File: src/rtl/hyper_frdram_sched.sv
// Round-robin scheduler that feeds four per-section read-block requests to the single DRAM-to-LSAB mover.
// Optional watchdog on the mover start: define HYPER_FRDRAM_SCHED_WDOG_EN.
module hyper_frdram_sched #(
  parameter int WDOG_CYCLES = 16
) (
  input  logic        CLK,
  input  logic        RST,
  input  logic [3:0]  REQ,
  input  logic [35:0] REQ_ADDR,
  input  logic [23:0] REQ_COUNT,
  input  logic [7:0]  REQ_DRAM_SEL,
  input  logic [3:0]  LSAB_FULL,
  output logic [3:0]  GRANT_ACK,
  output logic [3:0]  DONE,
  output logic [5:0]  DONE_COUNT,
  output logic        DONE_ABRUPT,
  output logic        DONE_DEVERR,
  output logic        BUSY,
  output logic [8:0]  MV_START_ADDRESS,
  output logic [5:0]  MV_COUNT_REQ,
  output logic [1:0]  MV_SECTION,
  output logic [1:0]  MV_DRAM_SEL,
  output logic        MV_ISSUE,
  input  logic        MV_WORKING,
  input  logic [5:0]  MV_COUNT_SENT,
  input  logic        MV_ABRUPT_STOP,
  input  logic        MV_DEVICE_ERROR,
`ifdef HYPER_FRDRAM_SCHED_WDOG_EN
  output logic        WDOG_ERR,
`endif
  output logic [2:0]  STATE_DBG
);

  // Handshakes: REQ[n] is a level held by the requester until the one-cycle GRANT_ACK[n];
  // MV_ISSUE is a one-cycle command, MV_WORKING high means the mover owns the transfer,
  // and DONE[n] is a one-cycle report whose DONE_* fields are valid only in that cycle.
  typedef enum logic [2:0] {
    S_IDLE       = 3'd0,
    S_ISSUE      = 3'd1,
    S_WAIT_START = 3'd2,
    S_WAIT_DONE  = 3'd3,
    S_DRAIN      = 3'd4,
    S_REPORT     = 3'd5
  } state_t;

  state_t     state;
  logic [1:0] rr_ptr;
  logic       drain_cnt;
  logic [3:0] eligible;
  logic [1:0] pick;
  logic [1:0] idx;
  logic       found;
`ifdef HYPER_FRDRAM_SCHED_WDOG_EN
  logic [4:0] wdog_cnt;
`endif

  assign eligible  = REQ & ~LSAB_FULL;
  assign BUSY      = (state != S_IDLE);
  assign STATE_DBG = state;

  // First eligible section after the last one served, wrapping mod 4.
  always_comb begin
    pick  = '0;
    found = 1'b0;
    idx   = '0;
    for (int i = 1; i <= 4; i++) begin
      idx = rr_ptr + 2'(i);
      if (!found && eligible[idx]) begin
        pick  = idx;
        found = 1'b1;
      end
    end
  end

  always_ff @(posedge CLK or negedge RST) begin
    if (!RST) begin
      state            <= S_IDLE;
      rr_ptr           <= 2'd3;
      drain_cnt        <= 1'b0;
      GRANT_ACK        <= '0;
      DONE             <= '0;
      DONE_COUNT       <= '0;
      DONE_ABRUPT      <= 1'b0;
      DONE_DEVERR      <= 1'b0;
      MV_START_ADDRESS <= '0;
      MV_COUNT_REQ     <= '0;
      MV_SECTION       <= '0;
      MV_DRAM_SEL      <= '0;
      MV_ISSUE         <= 1'b0;
`ifdef HYPER_FRDRAM_SCHED_WDOG_EN
      wdog_cnt         <= '0;
      WDOG_ERR         <= 1'b0;
`endif
    end else begin
      GRANT_ACK   <= '0;
      MV_ISSUE    <= 1'b0;
      DONE        <= '0;
      DONE_COUNT  <= '0;
      DONE_ABRUPT <= 1'b0;
      DONE_DEVERR <= 1'b0;
      case (state)
        S_IDLE: begin
          if (found) begin
            MV_START_ADDRESS <= REQ_ADDR[9*int'(pick) +: 9];
            MV_COUNT_REQ     <= REQ_COUNT[6*int'(pick) +: 6];
            MV_DRAM_SEL      <= REQ_DRAM_SEL[2*int'(pick) +: 2];
            MV_SECTION       <= pick;
            GRANT_ACK        <= 4'b0001 << pick;
            rr_ptr           <= pick;
            MV_ISSUE         <= 1'b1;
            state            <= S_ISSUE;
          end
        end
        S_ISSUE: begin
`ifdef HYPER_FRDRAM_SCHED_WDOG_EN
          wdog_cnt <= '0;
`endif
          state <= S_WAIT_START;
        end
        S_WAIT_START: begin
          if (MV_WORKING) begin
            state <= S_WAIT_DONE;
          end
`ifdef HYPER_FRDRAM_SCHED_WDOG_EN
          else if (wdog_cnt == 5'(WDOG_CYCLES - 1)) begin
            // Mover never started: report as an abrupt stop with nothing moved.
            state       <= S_REPORT;
            DONE        <= 4'b0001 << MV_SECTION;
            DONE_ABRUPT <= 1'b1;
            WDOG_ERR    <= 1'b1;
          end else begin
            wdog_cnt <= wdog_cnt + 5'd1;
          end
`endif
        end
        S_WAIT_DONE: begin
          if (!MV_WORKING) begin
            drain_cnt <= 1'b0;
            state     <= S_DRAIN;
          end
        end
        S_DRAIN: begin
          // Two fixed cycles so the trailing LSAB write lands in MV_COUNT_SENT.
          if (drain_cnt) begin
            state       <= S_REPORT;
            DONE        <= 4'b0001 << MV_SECTION;
            DONE_COUNT  <= MV_COUNT_SENT;
            DONE_ABRUPT <= MV_ABRUPT_STOP;
            DONE_DEVERR <= MV_DEVICE_ERROR;
          end else begin
            drain_cnt <= 1'b1;
          end
        end
        S_REPORT: state <= S_IDLE;
        default:  state <= S_IDLE;
      endcase
    end
  end

endmodule

File: config.mk
export PLATFORM = sky130hd
export DESIGN_NAME = hyper_frdram_sched
export DESIGN_NICKNAME = d
export VERILOG_FILES = /design/src/rtl/hyper_frdram_sched.sv
export SDC_FILE = /design/constraint.sdc
export NUM_CORES = 1
export LEC_CHECK = 0
export CAP_MARGIN = 20
export CORE_MARGIN = 4
export CORE_UTILIZATION = 56
export CTS_CLUSTER_DIAMETER = 100
export DETAILED_ROUTE_END_ITERATION = 12
export DONT_BUFFER_PORTS = 1
export GPL_ROUTABILITY_DRIVEN = 0
export HOLD_SLACK_MARGIN = 0.05
export PLACE_DENSITY_LB_ADDON = 0.2
export SYNTH_ARGS = -nofsm -noshare
export SYNTH_HDL_FRONTEND = slang
export SYNTH_SLANG_ARGS = --single-unit
export TNS_END_PERCENT = 1
File: constraint.sdc
create_clock -name CLK -period 1.85 [get_ports CLK]
set_input_delay 0.2775 -clock CLK [delete_from_list [all_inputs] [get_ports CLK]]
set_output_delay 0.2775 -clock CLK [all_outputs]
set_load 0.01 [all_outputs]
==> flow_summary.ini <==
[logic_synthesis]
synthTopCellsByArea = dfrtp_1 49%, mux2i_1 17%, o221ai_1 7.3%
synth_async_sr_flop_share_pct = 100
synth_ff_type = dfrtp_1
synth_fp_nets = 271
synth_warnings = 0
netlist_area_sq_um = 2040
synth-edff-count = 0
synth_top_area_share_pct = 49.0
ys_ff_latch = 42
yosysTopAreaCell = dfrtp_1
ys_types = 32
seq_area_frac_synth_pct = 51.6
syn-instance-count = 184
avgSynthCellArea_sq_um = 11.1

[detailed_routing]
wl_um = 5310
drc_errors = 0
viasPerCell = 6.16
wl_per_cell_um = 20.7
ant_nets = 0
firstDrtPassIters = 4
vias = 1583
drt_iter0_drc = 64

[clock_tree]
cts_tree = built
insertion_delay_ns = 0.35
numCtsBuffers = 5
path_clk_slew_ns = 0.12
cts_max_level = 2
clock_sinks = 42
cts_root_buf = clkbuf_4
clock_path_buffers = 2

[layout]
final_common_cell = dfrtp_1
antenna-diode-count = 0
nFillCells = 232
area_growth_pct = 19.9
final_cell_mix = 40 x dfrtp_1, 32 x mux2i_1, 27 x nand2_1
drive_gt1_share_pct = 19.0
nets = 297

[floorplan]
core_sq_um = 3420
die_x_um = 68.4
die-area_sq_um = 4670
ios = 127
start_util_pct = 59.7
rows = 21
die_h_um = 68.4

[sta]
setup_slack_ns = 0.0656
hold_slack_ns = 0.152
slew_headroom_pct = 79.0
clock.fmax_mhz = 560
final_max_slew_viol_count = 0
fin_skew_ns = 0.0111
fin_crit_sh_pct = 96.5
tightestPinTransition_ns = 0.313
finalHoldViolCount = 0
setup_viol = 0
min_period_ns = 1.78

[placed_design]
dp_hpwl_um = 3690
numPortBuffers = 0
dp_slack_ns = -0.538

[global_routing]
grt_pass1_wl_um = 7910
grt_overflow = 0
grt_max_degree = 43
grt_pass1_vias = 1599
antenna_found_initial = 0
grt_use_total_pct = 23.6

[setup_path]
worst-path-max-fanout = 13
critPathRequiredTime_ns = 2.10
startpoint_type = register
worstPathArrival_ns = 2.03
endpoint_kind = register
crit_type = register to register

[status]
status = finished clean

[power_and_ir_drop]
power_mw = 3.38
p_per_area_nw_per_um2 = 1380
p_leak_nw = 1.21
ir_worst_vdd_uv = 657

[worst_hold_path]
hold_path.class = primary input to register

[flow_run]
maxCapViolCount = 0
==> sequential cells by signal (all words and copies together), names as in the netlist <==
signal / flops
GRANT_ACK: 4
DONE: 4
MV_COUNT_REQ: 6
DONE_ABRUPT: 1
MV_START_ADDRESS: 9
MV_DRAM_SEL: 2
MV_SECTION: 2
MV_ISSUE: 1
DONE_COUNT: 6
rr_ptr: 2
drain_cnt: 1
DONE_DEVERR: 1
STATE_DBG: 3
==> synthesized netlist by cell type, types with 3 or more instances <==
| library cell | number |
|---|---|
| and2_1 | 9 |
| nand2_1 | 27 |
| nor2_1 | 12 |
| nand2b_1 | 5 |
| o221ai_1 | 17 |
| mux2i_1 | 34 |
| a21oi_1 | 4 |
| clkbuf_1 | 3 |
| dfrtp_1 | 40 |
==> where the power goes <==
| group | leakage, nW | switching (mW) | internal, mW | total, mW |
|---|---|---|---|---|
| clock | 0.0343 | 0.295 | 0.183 | 0.478 |
| combinational | 0.637 | 0.669 | 0.668 | 1.34 |
| sequential | 0.543 | 0.353 | 1.22 | 1.57 |
| total | 1.21 | 1.32 | 2.07 | 3.38 |
==> worst max-delay path, stage by stage (launching register included) <==
cell and delay (ns):
dfstp_2 0.60, nand3b_1 0.13, o21a_1 0.16, o2bb2ai_4 0.21
nor2_4 0.08, buf_12 0.16, mux2i_1 0.11, o221ai_1 0.22
==> final timing paths <==
kind	startpoint	to	cells past startpoint	slack (ns)
hold / removal	REQ_COUNT[10]	MV_COUNT_REQ[4]	2	0.15
hold reg to reg	drain_cnt	drain_cnt	2	0.57
max in group asynchronous	RST	rr_ptr[0]	2	1.20
setup reg to reg	rr_ptr[1]	MV_START_ADDRESS[4]	7	0.07
setup / recovery	rr_ptr[1]	MV_START_ADDRESS[4]	7	0.07
min in group asynchronous	RST	DONE_COUNT[1]	2	0.39
==> through the flow <==
stage          util, %  setup TNS (ns)  area (sq um)  std cells
2_1_floorplan        -               0          2040        184
3_3_place_gp      62.8           -7.31          2150        233
3_5_place_dp      62.8           -9.70          2150        233
4_1_cts           70.4               0          2400        254
5_1_grt           71.6        -0.00778          2450        257
6_report          71.6               0          2450        257
==> logic make-up (layout without fill, tap and decap cells) <==
logic type / after synthesis / in the layout / synth area share [%]
compound gates: 31 / 31 / 12.1
buf+inv: 12 / 38 / 4.05
flops: 42 / 42 / 51.6
mux: 34 / 34 / 16.7
simple gates: 65 / 66 / 15.6
==> metal layers <==
layer,global-route usage (%),vias to the layer above,share of wire (%)
li1,-,723,-
met1,27.3,750,35
met2,39.0,96,51
met3,9.20,14,11
met4,9.93,0,2.6
met5,0,-,0
==> what timing repair did <==
item / in CTS / in global routing
hold buffers: 8 / 2
setup endpoints to repair: 21 / 6
pin swaps: 2 / 6
endpoints found under the hold margin: 48 / 2
resized for setup: 2 / 4
cloned: 1 / 0
setup buffers: 4 / 1
==> cell type report <==
class	count	area (sq um)	share of cell area [%]
flip-flops and latches	42	1050	43.1
multi-input cells	131	951	38.9
repair buffers	29	315	12.9
well taps	46	57.6	2.35
clock buffers	6	51.3	2.10
clock inverters	2	12.5	0.512
inverters	1	5.00	0.205
(Power assumes the default switching activity.)
